--- config.mk ---
export PLATFORM = sky130hd
export DESIGN_NAME = responder_arbiter
export DESIGN_NICKNAME = d
export VERILOG_FILES = /design/src/rtl/responder_pkg.sv /design/src/rtl/responder_arbiter_sec_tick_gen.sv /design/src/rtl/responder_arbiter.sv
export SDC_FILE = /design/constraint.sdc
export NUM_CORES = 1
export LEC_CHECK = 0
export BUFFER_PORTS_ARGS = -buffer_cell sky130_fd_sc_hd__buf_2
export CAP_MARGIN = 20
export CORE_UTILIZATION = 40
export DETAILED_ROUTE_END_ITERATION = 10
export HOLD_SLACK_MARGIN = 0.1
export PLACE_DENSITY_LB_ADDON = 0.3
export SLEW_MARGIN = 20
export SYNTH_ARGS = -nofsm -noshare
export SYNTH_HDL_FRONTEND = slang
export SYNTH_HIERARCHICAL = 1
export SYNTH_SLANG_ARGS = --single-unit
--- constraint.sdc ---
create_clock -name CLK -period 7.2 [get_ports CLK]
set_input_delay 0.72 -clock CLK [delete_from_list [all_inputs] [get_ports CLK]]
set_output_delay 0.72 -clock CLK [all_outputs]
set_load 0.05 [all_outputs]
--- src/rtl/responder_pkg.sv ---
// Shared constants and state encoding for the quiz responder arbiter.
package responder_pkg;

  // Width of the winning-contestant index.
  localparam int ID_W  = 3;
  // Width of the remaining-seconds counter.
  localparam int SEC_W = 5;

  // Round states, kept as plain constants so older tools can read them.
  typedef logic [2:0] state_t;
  localparam state_t ST_IDLE      = 3'd0;
  localparam state_t ST_ARMED     = 3'd1;
  localparam state_t ST_ANSWERING = 3'd2;
  localparam state_t ST_TIMEOUT   = 3'd3;
  localparam state_t ST_JUDGED    = 3'd4;

endpackage

--- src/rtl/responder_arbiter_sec_tick_gen.sv ---
// One-second tick generator: counts 0..TICK_DIV-1 while enabled and
// raises tick for the single cycle in which the count wraps.
module sec_tick_gen #(
  parameter int TICK_DIV = 50_000_000
) (
  input  logic CLK,
  input  logic RST,
  input  logic clr,
  input  logic en,
  output logic tick
);

  localparam int CW = (TICK_DIV > 1) ? $clog2(TICK_DIV) : 1;
  localparam logic [CW-1:0] LAST = CW'(TICK_DIV - 1);

  logic [CW-1:0] r_cnt;

  // Divider count; clr forces a fresh second to start on the next enable.
  always_ff @(posedge CLK) begin
    // NOTE: sequential state is always written with <= so every flop
    // samples the pre-edge values of its neighbours.
    if (RST || clr) begin
      r_cnt <= '0;
    end else if (en) begin
      r_cnt <= (r_cnt == LAST) ? '0 : r_cnt + 1'b1;
    end
  end

  assign tick = en && !clr && (r_cnt == LAST);

endmodule

--- src/rtl/responder_arbiter.sv ---
// Quiz responder control stage: first-press arbitration, foul lockout,
// per-answer countdown and beep/level requests for the tone generator.
module responder_arbiter
  import responder_pkg::*;
#(
  parameter int N_PLAYERS   = 4,
  parameter int TICK_DIV    = 50_000_000,
  parameter int ANSWER_SECS = 30,
  parameter int BEEP_CYCLES = 10_000_000
) (
  input  logic                 CLK,
  input  logic                 RST,
  input  logic [N_PLAYERS-1:0] Key_In,
  input  logic                 Host_Start,
  input  logic                 Host_Judge_True,
  input  logic                 Host_Clear,
  output logic [ID_W-1:0]      Winner_Id,
  output logic                 Winner_Valid,
  output logic [N_PLAYERS-1:0] Foul_Mask,
  output logic [SEC_W-1:0]     Count_Sec,
  output logic                 Buzzer_Answer,
  output logic                 Buzzer_TimeOver,
  output logic                 Answer_true,
  output logic                 TimeOver_Stop
);

  localparam int BW = $clog2(BEEP_CYCLES + 1);
  localparam logic [BW-1:0]    BEEP_LOAD = BW'(BEEP_CYCLES);
  localparam logic [SEC_W-1:0] SEC_LOAD  = SEC_W'(ANSWER_SECS);

  logic [N_PLAYERS-1:0] r_sync1, r_sync2, r_prev;
  logic [N_PLAYERS-1:0] w_press, w_eligible;
  logic                 w_win_found;
  logic [ID_W-1:0]      w_win_idx;
  logic                 w_tick;

  state_t               r_state;
  logic [ID_W-1:0]      r_winner_id;
  logic                 r_winner_valid;
  logic [N_PLAYERS-1:0] r_foul;
  logic [SEC_W-1:0]     r_count_sec;
  logic [BW-1:0]        r_ans_cnt, r_tov_cnt;
  logic                 r_answer_true, r_timeover;

  // Two-flop synchroniser plus one history flop for rising-edge detect.
  // Host_Clear leaves these alone so a key held across a clear never
  // produces a fresh press.
  always_ff @(posedge CLK) begin
    if (RST) begin
      r_sync1 <= '0;
      r_sync2 <= '0;
      r_prev  <= '0;
    end else begin
      r_sync1 <= Key_In;
      r_sync2 <= r_sync1;
      r_prev  <= r_sync2;
    end
  end

  assign w_press    = r_sync2 & ~r_prev;
  assign w_eligible = w_press & ~r_foul;

  // Lowest-index eligible press wins a simultaneous tie.
  always_comb begin
    // NOTE: defaults first so no path leaves these unassigned (no latch).
    w_win_found = 1'b0;
    w_win_idx   = '0;
    for (int i = N_PLAYERS - 1; i >= 0; i--) begin
      if (w_eligible[i]) begin
        w_win_found = 1'b1;
        w_win_idx   = ID_W'(i);
      end
    end
  end

  // The divider only runs while an answer is being timed.
  sec_tick_gen #(
    .TICK_DIV (TICK_DIV)
  ) u_sec_tick (
    .CLK  (CLK),
    .RST  (RST),
    .clr  (r_state != ST_ANSWERING),
    .en   (r_state == ST_ANSWERING),
    .tick (w_tick)
  );

  // Round FSM, flags, countdown and beep counters; Host_Clear outranks all.
  always_ff @(posedge CLK) begin
    if (RST || Host_Clear) begin
      r_state        <= ST_IDLE;
      r_winner_id    <= '0;
      r_winner_valid <= 1'b0;
      r_foul         <= '0;
      r_count_sec    <= '0;
      r_ans_cnt      <= '0;
      r_tov_cnt      <= '0;
      r_answer_true  <= 1'b0;
      r_timeover     <= 1'b0;
    end else begin
      if (r_ans_cnt != '0) r_ans_cnt <= r_ans_cnt - 1'b1;
      if (r_tov_cnt != '0) r_tov_cnt <= r_tov_cnt - 1'b1;

      case (r_state)
        ST_IDLE: begin
          r_foul <= r_foul | w_press;
          if (Host_Start) begin
            r_state     <= ST_ARMED;
            r_count_sec <= SEC_LOAD;
          end
        end
        ST_ARMED: begin
          if (w_win_found) begin
            r_state        <= ST_ANSWERING;
            r_winner_id    <= w_win_idx;
            r_winner_valid <= 1'b1;
            r_ans_cnt      <= BEEP_LOAD;
          end
        end
        ST_ANSWERING: begin
          if (w_tick && r_count_sec <= 1) begin
            // Final tick beats a same-cycle judge.
            r_state     <= ST_TIMEOUT;
            r_count_sec <= '0;
            r_timeover  <= 1'b1;
            r_tov_cnt   <= BEEP_LOAD;
          end else begin
            if (w_tick) r_count_sec <= r_count_sec - 1'b1;
            if (Host_Judge_True) begin
              r_state       <= ST_JUDGED;
              r_answer_true <= 1'b1;
            end
          end
        end
        default: begin
          // TIMEOUT and JUDGED hold until Host_Clear.
        end
      endcase
    end
  end

  assign Winner_Id       = r_winner_id;
  assign Winner_Valid    = r_winner_valid;
  assign Foul_Mask       = r_foul;
  assign Count_Sec       = r_count_sec;
  assign Buzzer_Answer   = (r_ans_cnt != '0);
  assign Buzzer_TimeOver = (r_tov_cnt != '0);
  assign Answer_true     = r_answer_true;
  assign TimeOver_Stop   = r_timeover;

endmodule

* Yosys cells after proc, flatten, opt, wreduce, memory -nomap -nowiden
Cells that the tools add are included.
** Word-level totals
- Flip-flop bits (word level) :: 104
- Bits in read-only memories :: 0
- RAM bits :: 0
- Word-level logic and storage cells :: 72
- Output and inout bits :: 17
- Memories kept :: 0
- Latch bits :: 0
- Input bits :: 9
** Operators by class
- Reduce and logical (&&, ||, !) cells :: 16
- Order comparisons :: 1
- Multiplexer cells :: 24
- Bitwise gates (word level) :: 6
- Eq/ne operators :: 8
- Add/subtract/negate cells :: 4
- Divide/modulo/power cells :: 0
- Multiply operators :: 0
- Shifts and indexed selects :: 0
** Operators by type and width (count)
- two-way mux 24 bit :: 6
- nonzero test 24 bit :: 2
- subtractor 24 x 1 -> 24 bit, second input constant :: 2
- adder 26 x 1 -> 26 bit, second input constant :: 1
- == test 26 bit, second input constant :: 1
- two-way mux 26 bit :: 1
- two-way mux 3 bit :: 7
- two-way mux 5 bit :: 3
- one-hot mux 5 bit (2 select lines) :: 1
- one-hot mux 3 bit (3 select lines) :: 1
- AND 4 bit :: 2
- NOT 4 bit :: 2
- inequality test 3 bit, second input constant :: 2
- AND reduction 3 bit :: 2
- <= comparator 5 x 1 -> 1 bit, second input constant :: 1
- subtractor 5 x 1 -> 5 bit, second input constant :: 1
- two-way mux 1 bit :: 4
- inequality test 2 bit, second input constant :: 2
- OR 4 bit :: 1
- AND reduction 2 bit :: 2
- AND reduction 4 bit :: 1
- == test 3 x 1 -> 1 bit, second input constant :: 1
- == test 3 x 2 -> 1 bit, second input constant :: 1
- logical AND 1 bit :: 3
- other kinds (8) :: 9

* Logic depth before layout (Yosys ltp)
Gate-level depths: netlist of run 1.
- Word-level depth :: 9
- Depth in mapped cells :: 11
- Mapped depth without buffers :: 9

* Modules after synthesis
The synthesis of run 1 kept the hierarchy.
** Modules (own cells, without submodules)
- responder_arbiter :: times used 1, area each 3540.9 um2, cells each 407, seq. area each 1541.5 um2
- sec_tick_gen :: times used 1, area each 1244.9 um2, cells each 146, seq. area each 520.5 um2

* Worst setup path before layout of run 1
Ideal clock, no wire load.
- Kind :: flip-flop to flip-flop
- Start :: register r_state[1]
- End :: register r_tov_cnt[0]
- Stages on the path, launching flop included :: 12
- Slack :: 4.198 ns
- Path buffers :: 3
- Clock period less this slack :: 3.002 ns
- Required time :: 7.072 ns
- Library setup time :: 0.128 ns
- Arrival :: 2.875 ns
- Path through :: dfxtp_1 nor3b_1 clkbuf_1 buf_2 and4_1 nand4_1 nor3_1 nor4b_1 nand3_1 nand2_1 clkbuf_1 nor2_1
** Between the ends
- Word-level cells in the longest chain between the ends :: 7
- Elaborated cells between the ends (all ways) :: 8
- Those cells by class :: 2 x eq/ne; 2 x mux; 4 x reduce/logical
** RTL lines
- from (decl) :: RTL line responder_arbiter.sv:37 : state_t r_state;
- from (signal assigned) :: RTL line responder_arbiter.sv:90 : r_state <= ST_IDLE;
- from (signal assigned) :: RTL line responder_arbiter.sv:107 : r_state <= ST_ARMED;
- from (signal assigned) :: RTL line responder_arbiter.sv:113 : r_state <= ST_ANSWERING;
- inequality test 3 x 2 -> 1 bit :: RTL line responder_arbiter.sv:82 : .clr (r_state != ST_ANSWERING),
- logical NOT 1 bit :: RTL line responder_arbiter_sec_tick_gen.sv:29 : assign tick = en && !clr && (r_cnt == LAST);
- logical AND 1 bit * (2 in a row) :: RTL line responder_arbiter_sec_tick_gen.sv:29
- named net w_tick :: RTL line responder_arbiter.sv:35 : logic w_tick;
- logical AND 1 bit * :: RTL line responder_arbiter.sv:120 : if (w_tick && r_count_sec <= 1) begin
- two-way mux 24 bit * :: RTL line responder_arbiter.sv:120
- two-way mux 24 bit * :: RTL line responder_arbiter.sv:103 : case (r_state)
- to (signal assigned) :: RTL line responder_arbiter.sv:101 : if (r_tov_cnt != '0) r_tov_cnt <= r_tov_cnt - 1'b1;
- to (decl) :: RTL line responder_arbiter.sv:42 : logic [BW-1:0] r_ans_cnt, r_tov_cnt;
Mark *: on every way through the listed nets, which the timed path passes. The rest lies on a longest branch.
A chain may end at the register's enable or synchronous reset.

* Worst setup path in the final report of run 1
- Start :: register r_ans_cnt[0]
- End :: output Buzzer_Answer
** Between the ends
- Word-level cells in the longest chain between the ends :: 1
** RTL lines
- from (decl) :: RTL line responder_arbiter.sv:42
- from (signal assigned) :: RTL line responder_arbiter.sv:100 : if (r_ans_cnt != '0) r_ans_cnt <= r_ans_cnt - 1'b1;
- nonzero test 24 bit :: RTL line responder_arbiter.sv:145 : assign Buzzer_Answer = (r_ans_cnt != '0);
- to (decl) :: RTL line responder_arbiter.sv:21 : output logic Buzzer_Answer,
No other way between the ends.

==> impl_metrics.json, run 1 <==
{
  "slew_headroom": 0.546,
  "clockBufferDepth": 2,
  "drv_cap": 0,
  "final_antenna_net_count": 0,
  "postCtsSetupBuffers": 0,
  "synth_edf_count": 0,
  "synth.distinct_cells": 59,
  "antenna_cells": 0,
  "cp_max_fo": 10,
  "core_um2": 11500,
  "fin_worst_skew_ns": 0.0124,
  "syn_nets": 568,
  "cts_tree": "yes",
  "rsz0062_at_grt": "false",
  "cellLeakagePower_nw": 1.87,
  "port_buffers": 24,
  "hpwlAfterDp_um": 6990,
  "ys_async_sr_fraction": 0,
  "root_buffer": "clkbuf_16",
  "ys_seq_elements": 103,
  "rows": 39,
  "antenna_found_initial": 0,
  "viasPerCell": 5.60,
  "min_path_type": "flop to flop",
  "finalHoldViolCount": 0,
  "fin_crit_sh": 0.428,
  "synthesis.area_um2": 4790,
  "first_pass_iters": 8,
  "final_util": 0.463,
  "clock_latency_ns": 0.34,
  "yosysWarnings": 6,
  "drc": 1,
  "status": "finished, violations left",
  "place_area_um2": 5040,
  "power.total_mw": 2.69,
  "p_per_area_nw_per_um2": 505,
  "layout_common_cells": "dfxtp_1 (103), nor2_1 (66), a21oi_1 (44)",
  "grt_first_pass_wirelength_um": 17000,
  "routed_wl_um": 9970,
  "start_util": 0.416,
  "arrival_ns": 2.36,
  "drive_gt1_frac": 0.114,
  "crit_type": "flop to primary output",
  "first_iter_violations": 193,
  "hold_buffers": 0,
  "cts_buffers": 9,
  "clock-sinks": 103,
  "grtUsageTotal": 0.165,
  "die_h_um": 111,
  "final.setup.tns_ns": 0,
  "fin_crit_ns": 3.08,
  "grt.overflow.total": 0,
  "die-area_um2": 12400,
  "final_area_um2": 5330,
  "violations": "DRC",
  "start_kind": "flop",
  "grt_pass1_vias": 3715,
  "maxSlewViolCount": 0,
  "area_growth_pct": 11.3,
  "worstMarginPinSlew_ns": 0.679,
  "layout_commonest_cell": "dfxtp_1",
  "hold_slack_ns": 0.438,
  "path_clk_slew_ns": 0.08,
  "synthCells": 553,
  "required_ns": 6.48,
  "cp-end-kind": "primary output",
  "grt_max_degree": 30,
  "wire_per_inst_um": 13.8,
  "ios": 26,
  "cts-htree-levels": 3,
  "setup_viol": 0,
  "die_w_um": 111,
  "cts_resized": 0,
  "seq_area_frac_synth": 0.431,
  "vias": 4036,
  "place_congestion": 0.833,
  "final_nets": 588,
  "synth_ff_type": "dfxtp_1",
  "syn_avg_cell_area_um2": 8.65,
  "fmax_mhz": 325,
  "ir_drop_uv": 195
}
[metrics by stage]
stage,std cells,worst slack [ns]
6_report,721,4.12
3_3_place_gp,705,4.30
5_1_grt,721,3.71
4_1_cts,721,4.11
2_1_floorplan,553,4.20
3_5_place_dp,705,4.18
[cell usage after synthesis, types with 2 or more instances]
cell	instances	share of area
nor4b_1	4	0.0073
clkbuf_1	13	0.010
nor4_1	15	0.020
a211o_1	2	0.0037
o221a_2	2	0.0047
nor2b_1	13	0.017
a211oi_1	9	0.014
or2_2	5	0.0065
o21ai_0	17	0.018
nor3_1	19	0.020
nand4_1	14	0.018
mux2_2	2	0.0047
or3_2	2	0.0031
o31ai_1	10	0.016
ha_1	6	0.016
inv_1	20	0.016
or4_1	15	0.024
or3_1	15	0.020
and4_1	5	0.0091
nand3_1	13	0.014
and3_1	3	0.0039
nor2_1	66	0.052
mux2i_1	2	0.0042
o41ai_1	2	0.0037
a21oi_1	44	0.046
o211ai_1	8	0.013
or4_4	2	0.0047
buf_2	5	0.0052
nand2_1	29	0.023
a31oi_1	11	0.014
dfxtp_1	103	0.43
a21o_1	2	0.0031
xnor2_1	23	0.042
and2_1	2	0.0026
nand4b_1	2	0.0037
nor3b_1	7	0.011
xor2_1	19	0.035
[worst max-delay path, cell delays in order, from the launching register on]
cell and delay (ns):
dfxtp_1 0.33, inv_1 0.07, ha_1 0.22, nor4b_1 0.51
and3_1 0.46, nand2_1 0.17, buf_2 0.25
[registers in the layout, indices dropped and copies added, names as in the netlist]
name / cells
r_tov_cnt: 24
Foul_Mask: 4
Count_Sec: 5
Winner_Id: 2
r_sync2: 4
r_prev: 4
r_sync1: 4
Answer_true: 1
r_ans_cnt: 24
Winner_Valid: 1
r_state: 3
u_sec_tick/r_cnt: 26
TimeOver_Stop: 1
[final cells by class]
| type | count | area [µm²] |
|---|---|---|
| clock buffer | 10 | 239 |
| clock inverter | 6 | 51.3 |
| fill | 1098 | 6190 |
| inverter | 20 | 75.1 |
| multi-input combinational | 411 | 2570 |
| sequential | 103 | 2060 |
| tap | 143 | 179 |
| timing repair buffer | 28 | 150 |
[worst paths after layout]
kind / start / endpoint / slack, ns / depth (start not counted)
worst min register to register: r_sync1[0] / r_sync2[0] / 0.44 / 1
worst max register to register: r_state[1] / r_tov_cnt[21] / 4.12 / 9
worst max-delay path: r_ans_cnt[0] / Buzzer_Answer / 4.12 / 6
worst min-delay path: r_sync1[0] / r_sync2[0] / 0.44 / 1
[logic make-up after synthesis]
group | Yosys count | synth area share
AND/OR/NAND/NOR | 241 | 0.280
AO/OA/AOI/OAI | 117 | 0.155
flip-flops | 103 | 0.431
XOR/XNOR | 42 | 0.0769
buffers and inverters | 39 | 0.0327
adder cells (fa/ha/maj) | 6 | 0.0157
multiplexers | 4 | 0.00889
other | 1 | 0.000784
[metal layers]
metal  track usage  routed length [µm]  vias to the layer above
li1              -                   -                     2062
met1         0.214                4850                     1882
met2         0.271                4620                       78
met3        0.0299                 327                       14
met4        0.0667                 171                        0
met5             0                   0                        -
[power breakdown]
| group | switching [mW] | internal, mW | total [mW] |
|---|---|---|---|
| Combinational | 0.863 | 0.570 | 1.43 |
| Clock | 0.220 | 0.250 | 0.470 |
| Sequential | 0.113 | 0.675 | 0.789 |
Power figures use the tool's default switching activity.
==> run 2: changes to the inputs <==
Clock period 7.2 ns to 2.9 ns, I/O delays scaled along.
==> run 2 against run 1 <==
  * The flow still finishes with violations (DRC)
  * Die area unchanged
  * Setup slack got worse by 3.8 ns
  * Worst hold slack got worse by 0.29 ns
  * Sequential share of layout area decreased by 0.52 points
  * Global-route usage increased by 0.40 points
  * Non-clock buffer count increased by 5
  * Critical path depth unchanged
  * Register-to-register slack got worse by 3.7 ns
  * Critical endpoint is now Buzzer_TimeOver
  * Largest cell class unchanged
==> impl_metrics.json, run 2 (synthesis gave the netlist of run 1 again) <==
{
  "start_kind": "flop",
  "min_path_type": "input pin to flop",
  "crit_type": "flop to primary output",
  "worstMarginPinSlew_ns": 0.618,
  "cts-htree-levels": 3,
  "ios": 26,
  "area_growth_pct": 12.9,
  "largest_reg_flops": 26,
  "hp-start": "Key_In[3]",
  "slowest_delay_ns": 0.45,
  "slew_headroom": 0.584,
  "violations": "DRC",
  "arrival_ns": 2.26,
  "fin_crit_sh": 0.879,
  "r2r-start": "r_state[1]",
  "grt_pass1_vias": 3770,
  "setup_viol": 0,
  "die-area_um2": 12400,
  "port_buffers": 24,
  "rows": 39,
  "final.setup.tns_ns": 0,
  "cp_max_fo": 6,
  "cp-end-kind": "primary output",
  "grt_first_pass_wirelength_um": 17500,
  "hold_buffers": 0,
  "antenna_found_initial": 0,
  "cellLeakagePower_nw": 1.90,
  "cts_resized": 0,
  "crit_path_start": "r_tov_cnt[0]",
  "cts_tree": "yes",
  "path_cells": "inv_1 -> ha_1 -> nor3b_1 -> and4_1 -> nand2_1 -> buf_2",
  "drc": 2,
  "fmax_mhz": 392,
  "vias": 3998,
  "ir_drop_uv": 479,
  "finalHoldViolCount": 0,
  "hold_slack_ns": 0.149,
  "grtUsageTotal": 0.169,
  "wire_per_inst_um": 13.8,
  "grt.overflow.total": 0,
  "required_ns": 2.61,
  "reg.largest.list": "u_sec_tick/r_cnt (26), r_ans_cnt (24), r_tov_cnt (24)",
  "postCtsSetupBuffers": 0,
  "fin_crit_ns": 2.55,
  "antenna_cells": 0,
  "path_clk_slew_ns": 0.08,
  "first_iter_violations": 159,
  "rsz0062_at_grt": "false",
  "drive_gt1_frac": 0.123,
  "start_util": 0.416,
  "maxSlewViolCount": 0,
  "viasPerCell": 5.51,
  "cts_buffers": 9,
  "fin_worst_skew_ns": 0.0109,
  "slowest_stage": "nor3b_1",
  "final_nets": 593,
  "top_register": "u_sec_tick/r_cnt",
  "root_buffer": "clkbuf_16",
  "grt_max_degree": 30,
  "place_congestion": 0.871,
  "die_w_um": 111,
  "critPathBufInv": 2,
  "clock-sinks": 103,
  "clock_latency_ns": 0.34,
  "layout_commonest_cell": "dfxtp_1",
  "routed_wl_um": 10000,
  "power.total_mw": 6.84,
  "hpwlAfterDp_um": 6800,
  "core_um2": 11500,
  "p_per_area_nw_per_um2": 1270,
  "die_h_um": 111,
  "final_antenna_net_count": 0,
  "first_pass_iters": 8,
  "timing.critical_path.max_delay_family": "simple AND/OR/NAND/NOR gates",
  "clockBufferDepth": 2,
  "status": "finished, violations left",
  "drv_cap": 0,
  "layout_common_cells": "dfxtp_1 (103), nor2_1 (66), a21oi_1 (44)"
}
## run 2: stage by stage
| stage | worst slack, ns | area [µm²] | utilization | std cells |
|---|---|---|---|---|
| final | 0.350 | 5400 | 0.469 | 726 |
| after global routing | 0.136 | 5400 | 0.469 | 726 |
| after CTS | 0.170 | 5400 | 0.468 | 726 |
| after detailed placement | 0.477 | 5080 | 0.441 | 710 |
| after global placement | 0.568 | 5080 | 0.441 | 710 |
| after floorplan | 0.00717 | 4790 | - | 553 |
## run 2: final timing paths
kind | end | slack [ns] | cells past startpoint
hold / removal | r_sync1[3] | 0.15 | 2
setup reg to reg | Count_Sec[3] | 0.44 | 8
hold reg to reg | r_sync2[3] | 0.44 | 1
setup / recovery | Buzzer_TimeOver | 0.35 | 6
## run 2: final cells by class
cell class / count / area, µm²
fillers: 1133 / 6110
multi-input cells: 411 / 2580
flip-flops and latches: 103 / 2060
clock buffers: 9 / 225
repair buffers: 33 / 188
well taps: 143 / 179
clock inverters: 7 / 93.8
inverters: 20 / 75.1
## run 2: per-layer routing
layer  up-vias  track usage  routed length (µm)
met2        78        0.281                4830
met5         -            0                   0
met4         0       0.0387                  95
met3        13       0.0430                 401
met1      1847        0.220                4680
li1       2060            -                   -
## run 2: report_power, final
part / leakage (nW) / internal [mW] / switching (mW) / total [mW]
clock: 0.154 / 0.627 / 0.608 / 1.24
sequential: 0.837 / 1.68 / 0.284 / 1.96
combinational: 0.914 / 1.47 / 2.18 / 3.65
